[src/rtl/eth_tx_framer_if.sv]
// Byte-stream handshake from the UDP/IP packet builder into the MAC transmit framer.
interface eth_tx_framer_if;
  logic [7:0] s_data;
  logic       s_valid;
  logic       s_last;
  logic       s_ready;

  modport master (output s_data, s_valid, s_last, input s_ready);
  modport slave  (input s_data, s_valid, s_last, output s_ready);
endinterface

[src/rtl/eth_tx_framer.sv]
// Ethernet MAC transmit framer: preamble, SFD, body, zero pad, FCS, inter-frame gap.
// The CRC-32 engine is external; this block sequences it and reads back its register.
//
// state | meaning
// IDLE  | no frame in progress, waiting for s_valid
// PRE   | 7 preamble bytes (0x55)
// SFD   | start-of-frame delimiter (0xD5), CRC engine cleared
// DATA  | body bytes passed through and fed to the CRC engine
// PAD   | zero bytes until the minimum body length is reached
// FCS   | 4 inverted-CRC bytes, LSB first
// IFG   | gmii_tx_en low for the inter-frame gap
// DRAIN | aborted frame, discard input up to s_last
module eth_tx_framer #(
  parameter int MIN_BODY  = 60,
  parameter int MAX_BODY  = 1514,
  parameter int IFG_BYTES = 12
) (
  input  logic                   clk,
  input  logic                   rst,
  eth_tx_framer_if.slave         s,
  output logic                   crc_clr,
  output logic                   crc_en,
  output logic [7:0]             crc_din,
  input  logic [31:0]            crc_in,
  output logic [7:0]             gmii_txd,
  output logic                   gmii_tx_en,
  output logic                   gmii_tx_er,
  output logic                   frame_done,
  output logic                   underrun
);

  typedef enum logic [2:0] {IDLE, PRE, SFD, DATA, PAD, FCS, IFG, DRAIN} state_t;

  localparam logic [10:0] MIN_B    = 11'(MIN_BODY);
  localparam logic [10:0] MAX_B    = 11'(MAX_BODY);
  localparam logic [15:0] PRE_LAST = 16'd6;
  localparam logic [15:0] FCS_LAST = 16'd3;
  localparam logic [15:0] IFG_LAST = 16'(IFG_BYTES - 1);

  state_t      state_q;
  logic [15:0] tmr_q;
  logic [10:0] body_q;
  logic [10:0] body_d;
  logic [23:0] fcs_q;
  logic [7:0]  txd_q;
  logic        tx_en_q;
  logic        tx_er_q;
  logic        done_q;
  logic        urun_q;

  // Handshake and CRC-engine strobes decode straight from the current state so the
  // engine register has absorbed the last body/pad byte by the first FCS cycle.
  always_comb begin
    s.s_ready = (state_q == DATA) || (state_q == DRAIN);
    body_d    = body_q + 11'd1;
    crc_clr   = (state_q == SFD);
    crc_en    = ((state_q == DATA) && s.s_valid) || (state_q == PAD);
    crc_din   = (state_q == DATA) ? s.s_data : 8'h00;
  end

  // Framing FSM; output registers load from the current-state decode.
  always_ff @(posedge clk) begin
    if (rst) begin
      state_q <= IDLE;
      tmr_q   <= '0;
      body_q  <= '0;
      fcs_q   <= '0;
      txd_q   <= 8'h00;
      tx_en_q <= 1'b0;
      tx_er_q <= 1'b0;
      done_q  <= 1'b0;
      urun_q  <= 1'b0;
    end else begin
      txd_q   <= 8'h00;
      tx_en_q <= 1'b0;
      tx_er_q <= 1'b0;
      done_q  <= 1'b0;
      urun_q  <= 1'b0;
      case (state_q)
        IDLE: begin
          if (s.s_valid) begin
            state_q <= PRE;
            tmr_q   <= PRE_LAST;
          end
        end
        PRE: begin
          txd_q   <= 8'h55;
          tx_en_q <= 1'b1;
          if (tmr_q == 16'd0) state_q <= SFD;
          else                tmr_q   <= tmr_q - 16'd1;
        end
        SFD: begin
          txd_q   <= 8'hD5;
          tx_en_q <= 1'b1;
          body_q  <= '0;
          state_q <= DATA;
        end
        DATA: begin
          tx_en_q <= 1'b1;
          if (!s.s_valid || (body_q == MAX_B)) begin
            // underrun or oversize: one errored byte, then discard the rest
            tx_er_q <= 1'b1;
            urun_q  <= 1'b1;
            if (s.s_valid && s.s_last) begin
              state_q <= IFG;
              tmr_q   <= IFG_LAST;
            end else begin
              state_q <= DRAIN;
            end
          end else begin
            txd_q  <= s.s_data;
            body_q <= body_d;
            if (s.s_last) begin
              if (body_d < MIN_B) begin
                state_q <= PAD;
              end else begin
                state_q <= FCS;
                tmr_q   <= FCS_LAST;
              end
            end
          end
        end
        PAD: begin
          tx_en_q <= 1'b1;
          body_q  <= body_d;
          if (body_d >= MIN_B) begin
            state_q <= FCS;
            tmr_q   <= FCS_LAST;
          end
        end
        FCS: begin
          tx_en_q <= 1'b1;
          case (tmr_q[1:0])
            2'd3: begin
              txd_q <= ~crc_in[7:0];
              fcs_q <= ~crc_in[31:8];
            end
            2'd2: txd_q <= fcs_q[7:0];
            2'd1: txd_q <= fcs_q[15:8];
            default: begin
              txd_q  <= fcs_q[23:16];
              done_q <= 1'b1;
            end
          endcase
          if (tmr_q == 16'd0) begin
            state_q <= IFG;
            tmr_q   <= IFG_LAST;
          end else begin
            tmr_q <= tmr_q - 16'd1;
          end
        end
        IFG: begin
          if (tmr_q != 16'd0) begin
            tmr_q <= tmr_q - 16'd1;
          end else if (s.s_valid) begin
            // skip the IDLE bubble so back-to-back frames see exactly IFG_BYTES idle bytes
            state_q <= PRE;
            tmr_q   <= PRE_LAST;
          end else begin
            state_q <= IDLE;
          end
        end
        DRAIN: begin
          if (s.s_valid && s.s_last) begin
            state_q <= IFG;
            tmr_q   <= IFG_LAST;
          end
        end
        default: state_q <= IDLE;
      endcase
    end
  end

  assign gmii_txd   = txd_q;
  assign gmii_tx_en = tx_en_q;
  assign gmii_tx_er = tx_er_q;
  assign frame_done = done_q;
  assign underrun   = urun_q;

endmodule
[src/flat_wrapper.sv]
// flat-port wrapper written by rule: the top's interface ports become plain ports
module eth_tx_framer_flat 
#(
  parameter int MIN_BODY  = 60,
  parameter int MAX_BODY  = 1514,
  parameter int IFG_BYTES = 12
)
  (clk, rst, crc_clr, crc_en, crc_din, crc_in, gmii_txd, gmii_tx_en, gmii_tx_er, frame_done, underrun, s_s_data, s_s_valid, s_s_last, s_s_ready);
  eth_tx_framer_if s_i ();
  input  logic clk;
  input  logic rst;
  output logic crc_clr;
  output logic crc_en;
  output logic [7:0] crc_din;
  input  logic [31:0] crc_in;
  output logic [7:0] gmii_txd;
  output logic gmii_tx_en;
  output logic gmii_tx_er;
  output logic frame_done;
  output logic underrun;
  input wire logic [$bits(s_i.s_data)-1:0] s_s_data;
  input wire logic [$bits(s_i.s_valid)-1:0] s_s_valid;
  input wire logic [$bits(s_i.s_last)-1:0] s_s_last;
  output wire logic [$bits(s_i.s_ready)-1:0] s_s_ready;
  assign s_i.s_data = s_s_data;
  assign s_i.s_valid = s_s_valid;
  assign s_i.s_last = s_s_last;
  assign s_s_ready = s_i.s_ready;
  eth_tx_framer #(.MIN_BODY(MIN_BODY), .MAX_BODY(MAX_BODY), .IFG_BYTES(IFG_BYTES)) u_core (.clk(clk), .rst(rst), .s(s_i), .crc_clr(crc_clr), .crc_en(crc_en), .crc_din(crc_din), .crc_in(crc_in), .gmii_txd(gmii_txd), .gmii_tx_en(gmii_tx_en), .gmii_tx_er(gmii_tx_er), .frame_done(frame_done), .underrun(underrun));
endmodule
[config.mk]
export PLATFORM = sky130hd
export DESIGN_NAME = eth_tx_framer_flat
export DESIGN_NICKNAME = d
export VERILOG_FILES = /design/src/rtl/eth_tx_framer_if.sv /design/src/rtl/eth_tx_framer.sv /design/src/flat_wrapper.sv
export SDC_FILE = /design/constraint.sdc
export NUM_CORES = 1
export LEC_CHECK = 0
export BUFFER_PORTS_ARGS = -buffer_cell sky130_fd_sc_hd__buf_2
export CAP_MARGIN = 10
export CORE_MARGIN = 4
export CORE_UTILIZATION = 49
export DETAILED_ROUTE_END_ITERATION = 10
export GPL_TIMING_DRIVEN = 0
export PLACE_DENSITY_LB_ADDON = 0.3
export RECOVER_POWER = 100
export SLEW_MARGIN = 20
export SYNTH_ARGS = -nofsm -noshare
export SYNTH_HDL_FRONTEND = slang
export SYNTH_SLANG_ARGS = --single-unit
[constraint.sdc]
create_clock -name clk -period 2.8 [get_ports clk]
set_input_delay 0.14 -clock clk [delete_from_list [all_inputs] [get_ports clk]]
set_output_delay 0.14 -clock clk [all_outputs]
set_load 0.005 [all_outputs]
=== Yosys cells after proc, flatten, opt, wreduce, memory -nomap -nowiden ===
Cells that the tools add are included.

* Add/sub/neg operators: 2
* Magnitude comparators: 2
* Equality and inequality tests: 21
* Mux-type cells: 31
* Bitwise gates (word level): 4
* Reductions and logical operators: 19

{| class="wikitable"
|+ Operator list
! operator !! number
|-
| 16-bit 2-to-1 mux || 9
|-
| 16-bit one-hot mux with 7 select lines || 1
|-
| 11-bit one-hot mux with 3 select lines || 1
|-
| 8-bit one-hot mux with 4 select lines || 1
|-
| 3-bit 2-to-1 mux || 8
|-
| 24-bit inverter || 1
|-
| 3-bit one-hot mux with 8 select lines || 1
|-
| 8-bit one-hot mux with 3 select lines || 1
|-
| 16-bit zero test || 1
|-
| 8-bit 2-to-1 mux || 2
|-
| 16-bit nonzero test || 1
|-
| 16-bit by 1-bit subtractor with 16-bit output (second input constant) || 1
|-
| 3-bit equality test (second input constant) || 4
|-
| 2-bit inequality test (second input constant) || 6
|-
| 11-bit by 1-bit adder with 11-bit output (second input constant) || 1
|-
| 11-bit equality test (second input constant) || 1
|-
| 11-bit by 6-bit >= comparator with 1-bit output (second input constant) || 1
|-
| 11-bit by 6-bit less-than comparator with 1-bit output (second input constant) || 1
|-
| 11-bit 2-to-1 mux || 1
|-
| 8-bit inverter || 1
|-
| 7-bit AND reduction || 1
|-
| 7-bit nonzero test || 1
|-
| 3-bit by 2-bit equality test with 1-bit output (second input constant) || 2
|-
| 1-bit 2-to-1 mux || 6
|-
| 16 further kinds || 25
|}

* Bits in registers: 65
* Bits of input ports: 44
* Word-level logic and storage cells: 87

=== Logic depth before layout (Yosys ltp) ===
Gate-level depths: netlist (run 1).

* Depth in word-level cells: 6
* Depth in mapped cells: 10
* Mapped depth without buffers: 9

=== Worst setup path after synthesis (run 1) ===
No wires, ideal clock.

* Path type: reg-to-reg
* Start point: reg u_core.body_q[1]
* End point: reg u_core.tmr_q[5]
* Arrival: 2225 ps
* Slack: 514 ps
* Cell stages (with the launch flop): 10
* Cell sequence: dfxtp_1 ha_1 nand4_1 nor3_1 a211oi_1 nor4_4 a211oi_2 buf_4 o22ai_1 a22o_1

* Word-level cells in the longest chain between the ends: 4
* Elaborated cells between the ends (all ways): 11
* Classes of those cells: 1 x add/sub; 2 x order compare; 4 x eq/ne; 2 x mux; 2 x reduce/logical

{| class="wikitable"
|+ RTL lines
! element !! line !! text
|-
| start: declaration || eth_tx_framer.sv:42 || <nowiki>logic [10:0] body_q;</nowiki>
|-
| start signal: assignment || eth_tx_framer.sv:112 || <nowiki>body_q <= body_d;</nowiki>
|-
| start signal: assignment || eth_tx_framer.sv:125 || <nowiki>body_q <= body_d;</nowiki>
|-
| 11-bit by 1-bit adder with 11-bit output or 11-bit equality test (tied branches) || eth_tx_framer.sv:55, eth_tx_framer.sv:100 ||
|-
| 11-bit by 6-bit less-than comparator with 1-bit output, or another cell as far along || eth_tx_framer.sv:114 || <nowiki>if (body_d < MIN_B) begin</nowiki>
|-
| 3-bit inequality test (no line), or another cell as far along || -- ||
|-
| 5-bit AND reduction (no line) or 16-bit one-hot mux with 7 select lines (tied branches) || -- ||
|-
| end signal: assignment || eth_tx_framer.sv:90 || <nowiki>else tmr_q <= tmr_q - 16'd1;</nowiki>
|-
| end signal: assignment || eth_tx_framer.sv:149 || <nowiki>tmr_q <= tmr_q - 16'd1;</nowiki>
|-
| end signal: assignment || eth_tx_framer.sv:154 || <nowiki>tmr_q <= tmr_q - 16'd1;</nowiki>
|-
| end: declaration || eth_tx_framer.sv:41 || <nowiki>logic [15:0] tmr_q;</nowiki>
|}

Parallel ways exist; a longest one is shown, timed or not.
A chain may end at the register's enable or synchronous reset.

=== Worst setup path after layout (run 1) ===
* Start point: reg u_core.body_q[1]
* End point: reg u_core.tmr_q[10]

The elaborated chain is that of the path after synthesis.

==> results of run 1 <==
==> critical path: cells and delay by family (launching register included) <==
| family | cells | cell delay [ns] |
|---|---|---|
| adder cells (fa/ha/maj) | 1 | 0.31 |
| flip-flops | 1 | 0.44 |
| AND/OR/NAND/NOR | 3 | 1.06 |
| AO/OA/AOI/OAI | 4 | 0.64 |
| buffers and inverters | 1 | 0.21 |
==> state kept, by name (all words and copies together) (netlist names), named ones only <==
| name | cells |
|---|---|
| u_core.state_q | 2 |
| u_core.body_q | 11 |
| u_core.frame_done | 1 |
| u_core.gmii_txd | 8 |
| u_core.fcs_q | 24 |
| u_core.tmr_q | 16 |
| u_core.gmii_tx_en | 1 |
| u_core.gmii_tx_er | 1 |
==> routing by layer <==
metal	vias up	global-route usage, %	routed length, microns
met5	-	0	0
met2	216	42.1	5350
met1	1890	32.8	4680
li1	1968	-	-
met4	0	9.99	195
met3	21	5.90	871
==> synth_stat cells, drive strengths merged (3+ instances only) <==
library cell / instances / area (sq um)
nor3: 21 / 105
a31oi: 4 / 25.0
nor2: 56 / 210
nand3b: 4 / 30.0
o21ai: 36 / 180
ha: 7 / 87.6
a222oi: 8 / 80.1
nand2b: 4 / 25.0
or3: 3 / 18.8
nand3: 5 / 25.0
a21oi: 33 / 180
and2: 3 / 18.8
nand4: 6 / 43.8
clkbuf: 33 / 128
a22oi: 10 / 75.1
nor4: 8 / 65.1
buf: 7 / 36.3
a211oi: 33 / 253
dfxtp: 65 / 1300
nor2b: 4 / 25.0
a21o: 7 / 52.6
and4: 3 / 26.3
o211ai: 3 / 22.5
o22ai: 8 / 50.1
inv: 18 / 67.6
nand2: 45 / 171
and3: 14 / 87.6
==> area by class of cell <==
class                           instances  area, sq um
Fill cell                             661         2720
Buffer                                 40          164
Tap cell                               99          124
Sequential cell                        65         1300
Clock inverter                          3         42.5
Multi-Input combinational cell        354         2140
Inverter                               18         67.6
Clock buffer                           11          141
Timing Repair Buffer                   90          554
==> per-stage QoR <==
stage	std cells	instance area (sq um)
2_1_floorplan	477	3660
3_3_place_gp	640	4100
3_5_place_dp	640	4100
4_1_cts	678	4520
5_1_grt	680	4530
6_report	680	4530
==> logic make-up (layout without fill, tap and decap cells) <==
logic type | Yosys count | count (layout)
AO/OA/AOI/OAI | 163 | 163
XOR/XNOR | 1 | 1
adder cells (fa/ha/maj) | 7 | 7
buffers and inverters | 58 | 162
flip-flops | 65 | 65
multiplexers | 1 | 1
AND/OR/NAND/NOR | 182 | 182
==> worst max path at each step <==
stage               depth (start not counted)               end             start  slack (ns)
detailed placement                          9  u_core.tmr_q[10]  u_core.body_q[1]         0.1
global route                                9   u_core.tmr_q[5]  u_core.body_q[1]       -0.03
floorplan                                   9   u_core.tmr_q[5]  u_core.body_q[1]        0.51
CTS                                         9  u_core.tmr_q[10]  u_core.body_q[1]        0.09
finish                                      9  u_core.tmr_q[10]  u_core.body_q[1]        0.06
global placement                            9  u_core.tmr_q[11]  u_core.body_q[1]        0.17
==> power by group through the flow <==
stage	registers, W	logic [W]	clock network (W)
2_1_floorplan	0.00118	0.00149	0
3_3_place_gp	0.00121	0.00194	0
3_5_place_dp	0.00122	0.00198	0
4_1_cts	0.00119	0.00201	0.000794
5_1_grt	0.00122	0.00239	0.000836
6_report	0.00120	0.00213	0.000788
==> what timing repair did <==
action / 4_1_cts / 5_1_grt
endpoints found under the setup margin: 0 / 10
setup buffers: 0 / 2
hold endpoints to repair: 24 / 0
hold buffers: 24 / 0
resized for setup: 0 / 4
==> flow_summary.toml, run 1 <==
[job]
max-cap-violations = 0

[cts]
clk_latency_ns = 0.35
numCtsBuffers = 9
cts.sinks = 65
clockRootBuffer = "clkbuf_8"
clock_path_buffers = 2
clk_pin_slew_ns = 0.07
cts_max_level = 3
cts_tree = "built"

[power_and_ir_drop]
combinationalPowerShare_pct = 51.8
vdd_drop_max_mv = 0.473
finalPower_w = 0.00412
leakage_nw = 1.74
p_clk_share_pct = 19.1
switchingPower_w = 0.00188
switching_share_pct = 45.6
powerDensity_mw_per_mm2 = 908
seq_power_share_pct = 29.1
internal-power_w = 0.00224

[sta]
clock.fmax_mhz = 365
setup_viol = 0
hold_violations = 0
drv_slew = 0
hold_slack_ns = 0.0486
tightest_slew_ns = 0.630
setup_slack_ns = 0.0567
relSlewSlack_pct = 57.6
fin_tns_setup_ns = 0
final.period_utilization_pct = 98.0
clock_skew_ns = 0.00658
period_minus_slack_ns = 2.74

[worst_hold_path]
worstHoldStart = "s_s_data[7]"
hold_path_class = "in2reg"
hold_end = "u_core.gmii_txd[7]"
worstHoldPathCells = 3

[detailed_routing]
drt_iter0_drc = 528
firstDrtPassIters = 5
wire_per_inst_microns = 16.3
vias = 4095
drt-total-wl_mm = 11.1
drc = 0
via_per_inst = 6.02
ant_nets = 0

[setup_path]
crit_required_ns = 3.08
timing.rr.end = "u_core.tmr_q[10]"
worst_r2r_path_depth = 9
crit_fanout = 10
ff2ff_setup_slack_ns = 0.06
crit_arrival_ns = 3.02
crit_slowest_cell = "nor4_4"
cp_cell_sequence = "ha_2 -> nand4_1 -> nor3_2 -> a211oi_1 -> nor4_4 -> a211oi_2 -> buf_4 -> o22ai_1 -> o2bb2ai_1"
critPathKind = "reg2reg"
end_kind = "flop"
crit_path_start_kind = "flop"
reg2reg_from = "u_core.body_q[1]"
max_stage_delay_ns = 0.47

[final_layout]
drive_gt1_share_pct = 14.5
mostFrequentLayoutCells = "dfxtp_1 (65), nor2_1 (56), buf_2 (51), clkbuf_1 (48), nand2_1 (44)"
insertedDiodeCount = 0
syn_to_final_growth_pct = 24.0
layout_commonest_cell = "dfxtp_1"
utilization_pct = 62.5
nets = 629

[synthesis]
synthArstFlopShare_pct = 0
synthFlopType = "dfxtp_1"
synth_seq_cells = 65
synth_top_family_by_area = "compound AO/OA/AOI/OAI gates"
synth-xor-area-share_pct = 0.240
synth_compound_area_share_pct = 30.6
synth-edff-count = 0
synth_seq_area_share_pct = 35.6
synthAdderAreaFrac_pct = 2.40
ys_warn_count = 0
netlist_area_sq_mm = 0.00366
synthCells = 477
avgSynthCellArea_sq_um = 7.66
synth_fp_nets = 528
synth.distinct_cells = 60
synthMuxAreaShare_pct = 0.274
synth_simple_gate_area_share_pct = 24.6

[placed_design]
port-buffer-count = 64
hpwl_mm = 7.64
preCtsSetupSlack_ns = 0.0955
globalplace.congestion = 0.907

[grt]
grt_start_max_net_pins = 11
grt.total_usage_pct = 25.7
overflow = 0
first_global_vias = 3906
grt_pass1_wl_mm = 18.4
antenna_found_initial = 0

[floorplanning]
row_count = 31
die_h_microns = 94.4
die_w_microns = 94.4
core_sq_mm = 0.00725
pin_count = 67
initial_core_util_pct = 50.4
dieArea_sq_mm = 0.00891

[outcome]
status = "finished, final reports clean"
(Power assumes the default switching activity.)
==> run 2: changes to the inputs <==
CORE_UTILIZATION = 55   (was 49)
HOLD_SLACK_MARGIN = 0.05   (was unset)
==> run 2 against run 1 <==
  * Critical path type unchanged
  * Worst setup slack improved by 0.037 ns
  * Final cell count decreased by 2.9%
  * Maximum frequency increased by 1.4%
  * Total power rose by 4.6%
  * Highest routed layer unchanged
  * Clock skew is essentially flat
  * Clock power up 17%
  * Final area rose by 0.52%
  * Wire length grew 9.4%
  * Core utilization rose by 8.9 points
  * Register-to-register slack better by 0.04 ns
  * Sequential share of layout area shrank 0.15 points
==> flow_summary.toml, run 2 (synthesis results as in run 1) <==
[floorplanning]
die_w_microns = 89.5
die_h_microns = 89.5
initial_core_util_pct = 57.2
core_sq_mm = 0.00639
row_count = 29
dieArea_sq_mm = 0.00802
pin_count = 67

[final_layout]
nFillCells = 515
drive_gt1_share_pct = 14.6
largest_reg_flops = 24
insertedDiodeCount = 0
top_register = "u_core.fcs_q"
mostFrequentLayoutCells = "dfxtp_1 (65), nor2_1 (56), clkbuf_1 (49), buf_2 (49), nand2_1 (44)"
regArea_sq_mm = 0.00130
reg_top3 = "u_core.fcs_q x24, u_core.tmr_q x16, u_core.body_q x11"
syn_to_final_growth_pct = 24.7
nets = 629
multi_input_area_sq_mm = 0.00215
layout_commonest_cell = "dfxtp_1"

[placed_design]
port-buffer-count = 64
globalplace.congestion = 0.933
preCtsSetupSlack_ns = 0.106
hpwl_mm = 7.68

[cts]
clk_latency_ns = 0.35
clk_pin_slew_ns = 0.08
clockRootBuffer = "clkbuf_8"
cts_tree = "built"
clock_path_buffers = 2
cts_max_level = 3
cts.sinks = 65
numCtsBuffers = 9

[grt]
antenna_found_initial = 0
grt.total_usage_pct = 30.8
first_global_vias = 3933
grt_start_max_net_pins = 13
overflow = 0
grt_pass1_wl_mm = 19.1

[detailed_routing]
via_per_inst = 6.45
drt-total-wl_mm = 12.1
drc = 0
ant_nets = 0
firstDrtPassIters = 5
wire_per_inst_microns = 18.4
vias = 4255
drt_iter0_drc = 553

[sta]
clock.fmax_mhz = 370
drv_slew = 0
period_minus_slack_ns = 2.71
final.period_utilization_pct = 96.6
tightest_slew_ns = 0.964
setup_viol = 0
clock_skew_ns = 0.00701
hold_violations = 0
relSlewSlack_pct = 35.1
setup_slack_ns = 0.0938

[power_and_ir_drop]
powerDensity_mw_per_mm2 = 945
leakage_nw = 1.75
finalPower_w = 0.00431
switching_share_pct = 46.2
switchingPower_w = 0.00199
vdd_drop_max_mv = 0.856
combinationalPowerShare_pct = 50.8
internal-power_w = 0.00232
p_clk_share_pct = 21.4
seq_power_share_pct = 27.8

[setup_path]
max_stage_delay_ns = 0.59
crit_path_start_kind = "flop"
crit_arrival_ns = 2.95
crit_fanout = 10
end_kind = "flop"
crit_slowest_cell = "o41a_4"
critPathBufInv = 1
crit_required_ns = 3.04
critPathTopFamily = "compound AO/OA/AOI/OAI gates"
critPathKind = "reg2reg"
cp_cell_sequence = "nand4_1 -> o41a_4 -> a21oi_4 -> nand2_2 -> a211oi_2 -> buf_4 -> o21ai_1 -> a31o_1"

[worst_hold_path]
hold_path_class = "in2reg"

[job]
max-cap-violations = 0

[outcome]
status = "finished, final reports clean"
==> run 2: layout make-up <==
class | count | area share, %
Buffer | 40 | 3.60
Clock buffer | 10 | 3.02
Clock inverter | 6 | 1.98
Inverter | 18 | 1.48
Multi-Input combinational cell | 354 | 47.1
Sequential cell | 65 | 28.5
Tap cell | 77 | 2.11
Timing Repair Buffer | 90 | 12.2
==> run 2: layer usage <==
layer	global-route usage [%]	vias to the layer above	wire length (microns)
met5	0	-	0
met4	15.4	0	441
met3	5.53	43	1120
met2	51.0	266	5830
met1	38.5	1980	4750
li1	-	1966	-
==> run 2: stage by stage <==
stage	setup TNS [ns]	std cells	util (%)	hold slack, ns	area [sq um]
after floorplan	0	477	-	0.236	3660
after global placement	0	618	63.8	0.319	4070
after detailed placement	0	618	63.8	0.323	4070
after CTS	0	659	71.3	0.118	4550
after global routing	-0.0184	660	71.4	0.136	4560
final	0	660	71.4	0.128	4560
==> run 2: power by group through the flow <==
stage                     clock (W)  combinational [W]  sequential (W)
after global routing       0.000969            0.00237         0.00121
after global placement            0            0.00198         0.00120
after floorplan                   0            0.00149         0.00118
final                      0.000923            0.00219         0.00120
after CTS                  0.000923            0.00207         0.00119
after detailed placement          0            0.00201         0.00121
==> run 2: path summary, 6_finish.rpt <==
kind | end | depth (start not counted) | start | slack (ns)
worst max register to register | u_core.tmr_q[11] | 8 | u_core.body_q[7] | 0.09
worst max-delay path | u_core.tmr_q[11] | 8 | u_core.body_q[7] | 0.09
worst min register to register | u_core.tmr_q[10] | 1 | u_core.tmr_q[10] | 0.49
worst min-delay path | u_core.gmii_txd[2] | 3 | s_s_data[2] | 0.13
==> run 2: worst reg2reg max path, cell delays in order, from the launching register on <==
cell      delay, ns
dfxtp_1        0.47
nand4_1        0.23
o41a_4         0.59
a21oi_4        0.30
nand2_2        0.11
a211oi_2       0.37
buf_4          0.24
o21ai_1        0.08
a31o_1         0.22
==> run 2: timing repair <==
action	CTS	global route
hold buffers	25	0
gates resized for setup	0	6
endpoints found under the setup margin	0	14
endpoints found under the hold margin	25	0
buffers inserted	0	1
==> run 3: changes to the inputs <==
CELL_PAD_IN_SITES_DETAIL_PLACEMENT = 1   (was unset)
CELL_PAD_IN_SITES_GLOBAL_PLACEMENT = 1   (was unset)
CORE_UTILIZATION = 41   (was 55)
==> run 3 against run 2 <==
  * Final cell count is 4.8% higher
  * First-iteration DRC count decreased by 24%
  * Non-clock buffer count grew 1
  * Die area grew 31%
  * Clock-buffer cell count unchanged
  * Worst hold slack worse by 0.012 ns
  * Clock skew is 0.0030 ns higher
  * Wire length up 20%
  * Maximum frequency up 1.4%
  * Worst setup slack better by 0.037 ns
  * Highest routed layer unchanged
==> flow_summary.toml, run 3 (synthesis results as in run 1) <==
[final_layout]
nFillCells = 1126
nets = 630
multi_input_area_sq_mm = 0.00217
regArea_sq_mm = 0.00130
drive_gt1_share_pct = 14.7
top_register = "u_core.fcs_q"
insertedDiodeCount = 0
fin_area_sq_mm = 0.00464
layout_commonest_cell = "dfxtp_1"
syn_to_final_growth_pct = 26.8
reg_top3 = "u_core.fcs_q x24, u_core.tmr_q x16, u_core.body_q x11"
largest_reg_flops = 24
utilization_pct = 53.4
mostFrequentLayoutCells = "dfxtp_1 (65), nor2_1 (56), clkbuf_1 (52), buf_2 (48), nand2_1 (44)"

[grt]
overflow = 0
grt_start_max_net_pins = 13
first_global_vias = 4516
grt.total_usage_pct = 28.6
antenna_found_initial = 0
grt_pass1_wl_mm = 23.3

[placed_design]
postPlaceCellArea_sq_mm = 0.00411
globalplace.congestion = 0.907
hpwl_mm = 9.07
port-buffer-count = 64

[detailed_routing]
ant_nets = 0
vias = 4328
firstDrtPassIters = 5
drc = 0
drt_iter0_drc = 423
via_per_inst = 6.25
wire_per_inst_microns = 21.1
drt-total-wl_mm = 14.6

[sta]
drv_slew = 0
setup_viol = 0
tightest_slew_ns = 0.995
relSlewSlack_pct = 33.0
period_minus_slack_ns = 2.67
fin_tns_setup_ns = 0
clock_skew_ns = 0.0100
hold_slack_ns = 0.116
hold_violations = 0
clock.fmax_mhz = 375
final.period_utilization_pct = 95.3

[cts]
clk_latency_ns = 0.35
numCtsBuffers = 9
cts_tree = "built"
cts_max_level = 3
cts.sinks = 65
clockRootBuffer = "clkbuf_8"
clock_path_buffers = 2
clk_pin_slew_ns = 0.08

[floorplanning]
core_sq_mm = 0.00868
pin_count = 67
row_count = 34
initial_core_util_pct = 42.1
die_w_microns = 102
dieArea_sq_mm = 0.0105
die_h_microns = 102

[setup_path]
crit_fanout = 10
critPathBufInv = 2
worst_path_most_repeated_cell = "o21ai_1"
end_kind = "flop"
critPathKind = "reg2reg"
crit_path_start_kind = "flop"
crit_arrival_ns = 2.92
crit_slowest_cell = "dfxtp_1"
max_stage_delay_ns = 0.42
crit_required_ns = 3.05
critPathTopFamily = "compound AO/OA/AOI/OAI gates"
cp_cell_sequence = "inv_1 -> ha_1 -> nor4b_1 -> and4_1 -> a31oi_2 -> o21ai_1 -> a211oi_2 -> buf_4 -> o21ai_1 -> a31o_1"

[power_and_ir_drop]
vdd_drop_max_mv = 0.432
powerDensity_mw_per_mm2 = 963
leakage_nw = 1.78

[outcome]
status = "finished, final reports clean"

[worst_hold_path]
hold_path_class = "in2reg"

[job]
max-cap-violations = 0
[run 3: cell type report]
class	instances	area share [%]
Buffer	40	3.53
Clock buffer	10	2.75
Clock inverter	6	2.48
Inverter	18	1.46
Multi-Input combinational cell	354	46.7
Sequential cell	65	28.1
Tap cell	108	2.91
Timing Repair Buffer	91	12.1
[run 3: worst paths after layout]
kind,startpoint,cells past startpoint,endpoint,slack [ns]
worst max register to register,u_core.tmr_q[0],10,u_core.tmr_q[11],0.13
worst min register to register,u_core.tmr_q[10],1,u_core.tmr_q[10],0.49
worst max-delay path,u_core.tmr_q[0],10,u_core.tmr_q[11],0.13
worst min-delay path,s_s_data[0],3,u_core.gmii_txd[0],0.12
[run 3: what timing repair did]
action | CTS | global route
setup endpoints to repair | 4 | 16
gates resized for setup | 1 | 8
setup buffers | 0 | 2
pin swaps | 0 | 1
hold buffers | 25 | 0
hold endpoints to repair | 25 | 0
[run 3: where the power goes]
group	total, W	switching [W]	internal (W)	leakage, nW
Clock	0.00102	0.000421	0.000597	0.117
Sequential	0.00120	0.000132	0.00107	0.526
Combinational	0.00225	0.00152	0.000728	1.14
[run 3: metrics by stage]
stage	worst slack, ns	power (W)	std cells
finish	0.131	0.00447	692
global route	-0.0000280	0.00475	692
CTS	0.0332	0.00434	690
detailed placement	0.0104	0.00331	649
global placement	0.107	0.00322	649
floorplan	0.514	0.00268	477
[run 3: layer usage]
| layer | share of wire, % | GRT usage [%] | wire length, microns |
|---|---|---|---|
| met2 | 48 | 46.7 | 7040 |
| met5 | 0 | 0 | 0 |
| met1 | 41 | 35.4 | 5980 |
| met3 | 7.0 | 6.69 | 1030 |
| met4 | 3.9 | 13.8 | 573 |
[run 3: worst min-delay path, cell delays in order]
cell,delay (ns)
buf_2,0.08
a22oi_1,0.07
a21oi_1,0.13
